File: config.mk
export PLATFORM = sky130hd
export DESIGN_NAME = pc_stack_sequencer_flat
export DESIGN_NICKNAME = d
export VERILOG_FILES = /design/src/rtl/pc_stack_sequencer_pkg.sv /design/src/rtl/pc_stack_sequencer_if.sv /design/src/rtl/pc_stack_sequencer_lifo.sv /design/src/rtl/pc_stack_sequencer.sv /design/src/flat_wrapper.sv
export SDC_FILE = /design/constraint.sdc
export NUM_CORES = 1
export LEC_CHECK = 0
export ABC_AREA = 1
export BUFFER_PORTS_ARGS = -buffer_cell sky130_fd_sc_hd__buf_4
export CAP_MARGIN = 15
export CORE_AREA = 2 2 149 151
export CTS_BUF_LIST = sky130_fd_sc_hd__clkbuf_4
export DETAILED_ROUTE_END_ITERATION = 10
export DIE_AREA = 0 0 151 153
export GPL_TIMING_DRIVEN = 0
export PLACE_DENSITY = 0.9
export SYNTH_ARGS = -nofsm -noshare
export SYNTH_HDL_FRONTEND = slang
export SYNTH_HIERARCHICAL = 1
export SYNTH_SLANG_ARGS = --single-unit
File: constraint.sdc
create_clock -name clk -period 7.5 [get_ports clk]
set_input_delay 0 -clock clk [delete_from_list [all_inputs] [get_ports clk]]
set_output_delay 0 -clock clk [all_outputs]
set_load 0.05 [all_outputs]
File: src/rtl/pc_stack_sequencer_pkg.sv
// Shared types for the MCU program-flow sequencer: flow codes, FSM states, datapath widths.
package mcu_seq_pkg;

  localparam int PC_W   = 12;
  localparam int DATA_W = 16;

  localparam logic [3:0] FC_JMP   = 4'b0000;
  localparam logic [3:0] FC_JSR   = 4'b0001;
  localparam logic [3:0] FC_PUSHA = 4'b0010;
  localparam logic [3:0] FC_POPA  = 4'b0011;
  localparam logic [3:0] FC_RET   = 4'b0100;
  localparam logic [3:0] FC_SKIPC = 4'b0101;
  localparam logic [3:0] FC_SKIPZ = 4'b0110;
  localparam logic [3:0] FC_ION   = 4'b0111;
  localparam logic [3:0] FC_IOF   = 4'b1000;
  localparam logic [3:0] FC_HALT  = 4'b1001;
  localparam logic [3:0] FC_INC   = 4'b1111;

  typedef enum logic {
    ST_RUN    = 1'b0,
    ST_HALTED = 1'b1
  } seq_state_e;

  // Return addresses share the data stack, zero-extended to the data width.
  function automatic logic [DATA_W-1:0] ret_word(input logic [PC_W-1:0] addr);
    return {{(DATA_W-PC_W){1'b0}}, addr};
  endfunction

endpackage

File: src/rtl/pc_stack_sequencer_if.sv
// Decoder <-> sequencer bundle; master = decoder side, slave = sequencer side.
interface pc_stack_sequencer_if
  import mcu_seq_pkg::*;
#(
  parameter int STACK_DEPTH = 16
);
  localparam int SP_W = $clog2(STACK_DEPTH) + 1;

  logic              step;
  logic [3:0]        code;
  logic [PC_W-1:0]   branch_addr;
  logic [DATA_W-1:0] push_data;
  logic              irq;
  logic [PC_W-1:0]   pc;
  logic [DATA_W-1:0] pop_data;
  logic              pop_valid;
  logic              irq_ack;
  logic              int_en;
  logic              halted;
  logic              stk_ovf;
  logic              stk_unf;
  logic [SP_W-1:0]   sp;

  modport master (
    output step, code, branch_addr, push_data, irq,
    input  pc, pop_data, pop_valid, irq_ack, int_en, halted, stk_ovf, stk_unf, sp
  );

  modport slave (
    input  step, code, branch_addr, push_data, irq,
    output pc, pop_data, pop_valid, irq_ack, int_en, halted, stk_ovf, stk_unf, sp
  );

endinterface

File: src/rtl/pc_stack_sequencer_lifo.sv
// seq_lifo: DEPTH x W register-file stack; top entry read combinationally, 1-cycle update.
// No backpressure or error policy: push when full / pop when empty are silently dropped.
module seq_lifo #(
  parameter int DEPTH = 16,
  parameter int W     = 16,
  localparam int AW   = $clog2(DEPTH),
  localparam int CW   = AW + 1
) (
  input  logic          clk,
  input  logic          rst,
  input  logic          push_i,
  input  logic          pop_i,
  input  logic [W-1:0]  wdata_i,
  output logic [W-1:0]  rdata_o,
  output logic          full_o,
  output logic          empty_o,
  output logic [CW-1:0] count_o
);

  logic [W-1:0]  mem_q [DEPTH];
  logic [CW-1:0] cnt_q, cnt_d;
  logic [AW-1:0] top_idx;

  assign full_o  = (cnt_q == CW'(DEPTH));
  assign empty_o = (cnt_q == '0);
  assign count_o = cnt_q;
  assign top_idx = AW'(cnt_q - CW'(1));
  assign rdata_o = mem_q[top_idx];

  always_comb begin
    cnt_d = cnt_q;
    if (push_i && !full_o) begin
      cnt_d = cnt_q + CW'(1);
    end else if (pop_i && !empty_o) begin
      cnt_d = cnt_q - CW'(1);
    end
  end

  always_ff @(posedge clk or posedge rst) begin
    if (rst) begin
      cnt_q <= '0;
    end else begin
      cnt_q <= cnt_d;
    end
  end

  // Storage needs no reset: occupancy alone defines which entries are live.
  always_ff @(posedge clk) begin
    if (push_i && !full_o) begin
      mem_q[cnt_q[AW-1:0]] <= wdata_i;
    end
  end

endmodule

File: src/rtl/pc_stack_sequencer.sv
// Program counter, call/data stack and halt/interrupt control; one flow code per cycle, results after the next edge.
// No backpressure: step is never stalled; stack faults halt until reset. Interrupt logic under `SEQ_IRQ_EN`.
module pc_stack_sequencer
  import mcu_seq_pkg::*;
#(
  parameter int              STACK_DEPTH = 16,
  parameter logic [PC_W-1:0] RESET_PC    = 12'h000,
  parameter logic [PC_W-1:0] ISR_VEC     = 12'hFF0
) (
  input logic                 clk,
  input logic                 rst,
  pc_stack_sequencer_if.slave bus
);

  localparam int SP_W = $clog2(STACK_DEPTH) + 1;

  seq_state_e        state_q, state_d;
  logic [PC_W-1:0]   pc_q, pc_d, pc_inc;
  logic [DATA_W-1:0] pop_data_q, pop_data_d;
  logic              pop_valid_q, pop_valid_d;
  logic              irq_ack_q, irq_ack_d;
  logic              int_en_q, int_en_d;
  logic              ovf_q, ovf_d;
  logic              unf_q, unf_d;

  logic              lifo_push, lifo_pop, lifo_full, lifo_empty;
  logic [DATA_W-1:0] lifo_wdata, lifo_rdata;
  logic [SP_W-1:0]   lifo_count;

  seq_lifo #(
    .DEPTH (STACK_DEPTH),
    .W     (DATA_W)
  ) u_lifo (
    .clk     (clk),
    .rst     (rst),
    .push_i  (lifo_push),
    .pop_i   (lifo_pop),
    .wdata_i (lifo_wdata),
    .rdata_o (lifo_rdata),
    .full_o  (lifo_full),
    .empty_o (lifo_empty),
    .count_o (lifo_count)
  );

  assign pc_inc = pc_q + PC_W'(1);

  always_comb begin
    state_d     = state_q;
    pc_d        = pc_q;
    pop_data_d  = pop_data_q;
    pop_valid_d = 1'b0;
    irq_ack_d   = 1'b0;
    int_en_d    = int_en_q;
    ovf_d       = ovf_q;
    unf_d       = unf_q;
    lifo_push   = 1'b0;
    lifo_pop    = 1'b0;
    lifo_wdata  = '0;

    if (state_q == ST_RUN) begin
      if (bus.step) begin
        pc_d = pc_inc;
        case (bus.code)
          FC_JMP: pc_d = bus.branch_addr;
          FC_JSR, FC_PUSHA: begin
            if (lifo_full) begin
              ovf_d   = 1'b1;
              state_d = ST_HALTED;
              pc_d    = pc_q;
            end else begin
              lifo_push  = 1'b1;
              lifo_wdata = (bus.code == FC_JSR) ? ret_word(pc_inc) : bus.push_data;
              if (bus.code == FC_JSR) pc_d = bus.branch_addr;
            end
          end
          FC_POPA, FC_RET: begin
            if (lifo_empty) begin
              unf_d   = 1'b1;
              state_d = ST_HALTED;
              pc_d    = pc_q;
            end else begin
              lifo_pop = 1'b1;
              if (bus.code == FC_RET) begin
                pc_d = lifo_rdata[PC_W-1:0];
              end else begin
                pop_data_d  = lifo_rdata;
                pop_valid_d = 1'b1;
              end
            end
          end
          FC_SKIPC, FC_SKIPZ: pc_d = pc_q + PC_W'(2);
`ifdef SEQ_IRQ_EN
          FC_ION: int_en_d = 1'b1;
          FC_IOF: int_en_d = 1'b0;
`endif
          FC_HALT: begin
            state_d = ST_HALTED;
            pc_d    = pc_q;
          end
          default: pc_d = pc_inc;
        endcase
      end else begin
`ifdef SEQ_IRQ_EN
        // A full stack simply defers entry; irq stays pending without a fault.
        if (bus.irq && int_en_q && !lifo_full) begin
          lifo_push  = 1'b1;
          lifo_wdata = ret_word(pc_q);
          pc_d       = ISR_VEC;
          int_en_d   = 1'b0;
          irq_ack_d  = 1'b1;
        end
`endif
      end
    end
  end

  always_ff @(posedge clk or posedge rst) begin
    if (rst) begin
      state_q     <= ST_RUN;
      pc_q        <= RESET_PC;
      pop_data_q  <= '0;
      pop_valid_q <= 1'b0;
      irq_ack_q   <= 1'b0;
      int_en_q    <= 1'b0;
      ovf_q       <= 1'b0;
      unf_q       <= 1'b0;
    end else begin
      state_q     <= state_d;
      pc_q        <= pc_d;
      pop_data_q  <= pop_data_d;
      pop_valid_q <= pop_valid_d;
      irq_ack_q   <= irq_ack_d;
      int_en_q    <= int_en_d;
      ovf_q       <= ovf_d;
      unf_q       <= unf_d;
    end
  end

  assign bus.pc        = pc_q;
  assign bus.pop_data  = pop_data_q;
  assign bus.pop_valid = pop_valid_q;
  assign bus.irq_ack   = irq_ack_q;
  assign bus.int_en    = int_en_q;
  assign bus.halted    = (state_q == ST_HALTED);
  assign bus.stk_ovf   = ovf_q;
  assign bus.stk_unf   = unf_q;
  assign bus.sp        = lifo_count;

endmodule

File: src/flat_wrapper.sv
// flat-port wrapper written by rule: the top's interface ports become plain ports
module pc_stack_sequencer_flat import mcu_seq_pkg::*;
#(
  parameter int              STACK_DEPTH = 16,
  parameter logic [PC_W-1:0] RESET_PC    = 12'h000,
  parameter logic [PC_W-1:0] ISR_VEC     = 12'hFF0
)
  (clk, rst, bus_step, bus_code, bus_branch_addr, bus_push_data, bus_irq, bus_pc, bus_pop_data, bus_pop_valid, bus_irq_ack, bus_int_en, bus_halted, bus_stk_ovf, bus_stk_unf, bus_sp);
  pc_stack_sequencer_if #(.STACK_DEPTH(STACK_DEPTH)) bus_i ();
  input logic clk;
  input logic rst;
  input wire logic [$bits(bus_i.step)-1:0] bus_step;
  input wire logic [$bits(bus_i.code)-1:0] bus_code;
  input wire logic [$bits(bus_i.branch_addr)-1:0] bus_branch_addr;
  input wire logic [$bits(bus_i.push_data)-1:0] bus_push_data;
  input wire logic [$bits(bus_i.irq)-1:0] bus_irq;
  output wire logic [$bits(bus_i.pc)-1:0] bus_pc;
  output wire logic [$bits(bus_i.pop_data)-1:0] bus_pop_data;
  output wire logic [$bits(bus_i.pop_valid)-1:0] bus_pop_valid;
  output wire logic [$bits(bus_i.irq_ack)-1:0] bus_irq_ack;
  output wire logic [$bits(bus_i.int_en)-1:0] bus_int_en;
  output wire logic [$bits(bus_i.halted)-1:0] bus_halted;
  output wire logic [$bits(bus_i.stk_ovf)-1:0] bus_stk_ovf;
  output wire logic [$bits(bus_i.stk_unf)-1:0] bus_stk_unf;
  output wire logic [$bits(bus_i.sp)-1:0] bus_sp;
  assign bus_i.step = bus_step;
  assign bus_i.code = bus_code;
  assign bus_i.branch_addr = bus_branch_addr;
  assign bus_i.push_data = bus_push_data;
  assign bus_i.irq = bus_irq;
  assign bus_pc = bus_i.pc;
  assign bus_pop_data = bus_i.pop_data;
  assign bus_pop_valid = bus_i.pop_valid;
  assign bus_irq_ack = bus_i.irq_ack;
  assign bus_int_en = bus_i.int_en;
  assign bus_halted = bus_i.halted;
  assign bus_stk_ovf = bus_i.stk_ovf;
  assign bus_stk_unf = bus_i.stk_unf;
  assign bus_sp = bus_i.sp;
  pc_stack_sequencer #(.STACK_DEPTH(STACK_DEPTH), .RESET_PC(RESET_PC), .ISR_VEC(ISR_VEC)) u_core (.clk(clk), .rst(rst), .bus(bus_i));
endmodule
==> impl_metrics.csv <==
group,metric,value,unit
clock_tree,path_clk_slew,100,ps
timing,rsz0062_at_grt,"false",
clock_tree,cts-root-buf,"clkbuf_4",
global_route,grt_usage,36.3,%
pwr,ir_drop,0.000250,V
finish,final_design_area_no_fill,16300,um2
clock_tree,cts.sinks,293,
drt,ant_nets,0,
drt,wl_per_cell,20.7,um
timing,setup_violations,0,
global_route,grt_pass1_wl,61900,um
timing,maxSlewHeadroom,17.4,%
critical_path,end_kind,"register",
global_route,grt_pass1_vias,11700,
clock_tree,clk_latency,720,ps
synth,syn_inst,1433,
timing,fin_skew,59.6,ps
critical_path,worstSetupPathType,"register to register",
floorplanning,coreArea,21500,um2
finish,seq_area,8610,um2
pwr,p_leak,7.46,nW
critical_path,cp.required,8130,ps
timing,tightest_slew,1230,ps
outcome,status,"finished, final reports clean",
finish,drive_above_1_share,18.7,%
placement,gp_routability_congestion,0.974,
critical_path,crit_path_max_incr_delay,580,ps
synth,netlist_area,13800,um2
global_route,overflow,0,
floorplanning,fp-row-count,54,
drt,finalWirelength,41200,um
pwr,power.density,399,nW/um2
global_route,antenna_found_initial,3,
synth,ys_types,44,
timing,hold_viol,0,
drt,drc,0,
drt,vias,11800,
timing,whs,84.8,ps
clock_tree,tritoncts,"built",
synth,synth-seq-cells,293,
timing,drv_slew,0,
finish,nets,1692,
clock_tree,ctsHtreeMaxLevel,3,
drt,drt-initial-drc-count,1518,
finish,final_cell_mix,"588 x nand2_1, 256 x edfxtp_1, 178 x nand3_1",
critical_path,cp_cell_sequence,"buf_4 -> inv_4 -> buf_4 -> buf_4 -> ha_1 -> buf_2 -> buf_1 -> nand2_1 -> nand3_1 -> nand3_1 -> nand2_1 -> inv_1 -> o21ai_0 -> dlygate4sd3_1 -> inv_1 -> nand2_1 -> nor2_1 -> dlygate4sd3_1 -> nor2_1 -> dlygate4sd3_1",
clock_tree,cts_setup_buffers,0,
floorplanning,ios,75,
clock_tree,clockBufferDepth,3,
clock_tree,cts_made_buffers,73,
synth,yosysSeqAreaShare,62.6,%
synth,postSynthAreaPerCell,9.60,um2
floorplanning,start_util,64.0,%
global_route,grt_max_degree,22,
drt,drtPass1Iterations,7,
synth,synth_ff_type,"edfxtp_1",
synth,synth_warnings,6,
timing,finalSetupTns,0,ps
finish,area_growth,18.8,%
synth,async_reset_ff_share,12.6,%
floorplanning,die-area,23100,um2
finish,layout_commonest_cell,"nand2_1",
timing,timing.final.crit_share,67.7,%
synth,synth_edf_count,256,
placement,portBuffers,71,
critical_path,arrival,5710,ps
pwr,total_power,6.52,mW
min_path,hold_path_class,"primary input to register",
timing,period_needed,5070,ps
finish,n_fill_cell,1372,
critical_path,start_kind,"register",
placement,hpwl,26400,um
floorplanning,die_w,151,um
placement,placed_cell_area,14900,um2
clock_tree,cts.repair.resized,0,
critical_path,crit_path_top_delay_cell,"dlygate4sd3_1",
drt,routed_via_density,5.93,
timing,max_freq,197,MHz
critical_path,crit_fanout,11,
flow_run,maxCapViolCount,0,
clock_tree,holdBufCountCts,53,
finish,multiInputGateArea,4090,um2
floorplanning,die_h,153,um
[registers in the layout, summed over array words and instances, names as in the netlist]
signal,count
u_core/bus.halted,1
u_core/bus.pc,12
u_core/bus.pop_data,16
u_core/bus.pop_valid,1
u_core/bus.stk_ovf,1
u_core/bus.stk_unf,1
u_core/u_lifo/count_o,5
u_core/u_lifo/mem_q,256
[worst paths after layout]
| check | start | end | slack [ps] | cells after the start |
|---|---|---|---|---|
| worst max-delay path | u_core/u_lifo/count_o[0]$_DFFE_PP0P_ | u_core/bus.pc[10]$_DFFE_PP0P_ | 2430 | 20 |
| worst min-delay path | bus_push_data[1] | u_core/u_lifo/mem_q[5][1]$_DFFE_PP_ | 80 | 5 |
| worst max register to register | u_core/u_lifo/count_o[0]$_DFFE_PP0P_ | u_core/bus.pc[10]$_DFFE_PP0P_ | 2430 | 20 |
| worst min register to register | u_core/bus.pop_data[15]$_DFFE_PP0P_ | u_core/bus.pop_data[15]$_DFFE_PP0P_ | 480 | 2 |
| max in group asynchronous | rst | u_core/bus.pop_data[4]$_DFFE_PP0P_ | 6360 | 5 |
| min in group asynchronous | rst | u_core/u_lifo/count_o[1]$_DFFE_PP0P_ | 390 | 4 |
[critical path, delay by kind of cell, from the launching register on]
family          cells  cell delay, ps
compound gates      1             200
fa+ha+maj           1             320
buf+inv            11            3210
flops               1             430
simple gates        7             860
[logic make-up after synthesis]
| family | after synthesis | synth area share, % |
|---|---|---|
| and+or+nand+nor | 849 | 25.9 |
| DFF | 293 | 62.6 |
| buffers and inverters | 226 | 7.96 |
| AOI/OAI and AO/OA | 49 | 2.13 |
| xor gates and xnor gates | 9 | 0.846 |
| adders and majority gates | 6 | 0.546 |
| other | 1 | 0.0273 |
[metrics by stage]
stage	utilization [%]	setup slack [ps]	instances
after detailed placement	69.1	3670	1800
after global placement	68.1	2850	1785
final	76.1	2430	1984
after CTS	76.0	2770	1981
after global routing	76.1	2310	1984
after floorplan	-	3590	1434
[cells in the mapped netlist, types with 4 or more instances]
cell type / number / area, um2
a21oi_1: 6 / 30.0
buf_2: 30 / 150
buf_4: 14 / 105
buf_6: 13 / 146
dfrtp_1: 37 / 926
edfxtp_1: 256 / 7690
ha_1: 6 / 75.1
inv_1: 152 / 571
nand2_1: 588 / 2210
nand2_2: 10 / 62.6
nand3_1: 178 / 891
nand4_1: 6 / 37.5
nor2_1: 45 / 169
nor2_2: 5 / 31.3
o211ai_1: 4 / 30.0
o21ai_0: 19 / 95.1
o21ai_1: 9 / 45.0
o21ai_2: 6 / 52.6
xor2_1: 7 / 61.3
[power by group]
| group | internal, mW | leakage (nW) | switching [mW] |
|---|---|---|---|
| Sequential | 1.84 | 2.86 | 0.108 |
| Clock | 0.711 | 0.555 | 0.652 |
| Combinational | 0.974 | 4.05 | 2.24 |
[metal layers]
layer	track usage (%)	part of all wire (%)	up-vias
li1	-	-	5134
met1	42.9	32	5413
met2	58.4	49	967
met3	10.8	13	246
met4	21.9	6.6	2
met5	0	0.032	-
[final cells by class]
type / instances / area share, %
timing repair buffer: 141 / 7.66
antenna: 1 / 0.0153
multi-input combinational: 915 / 25.0
clock buffer: 111 / 5.10
sequential: 293 / 52.7
clock inverter: 17 / 0.658
buffer: 65 / 2.91
tap: 280 / 2.14
inverter: 161 / 3.79
No activity file was read; power rests on OpenSTA's default activity.
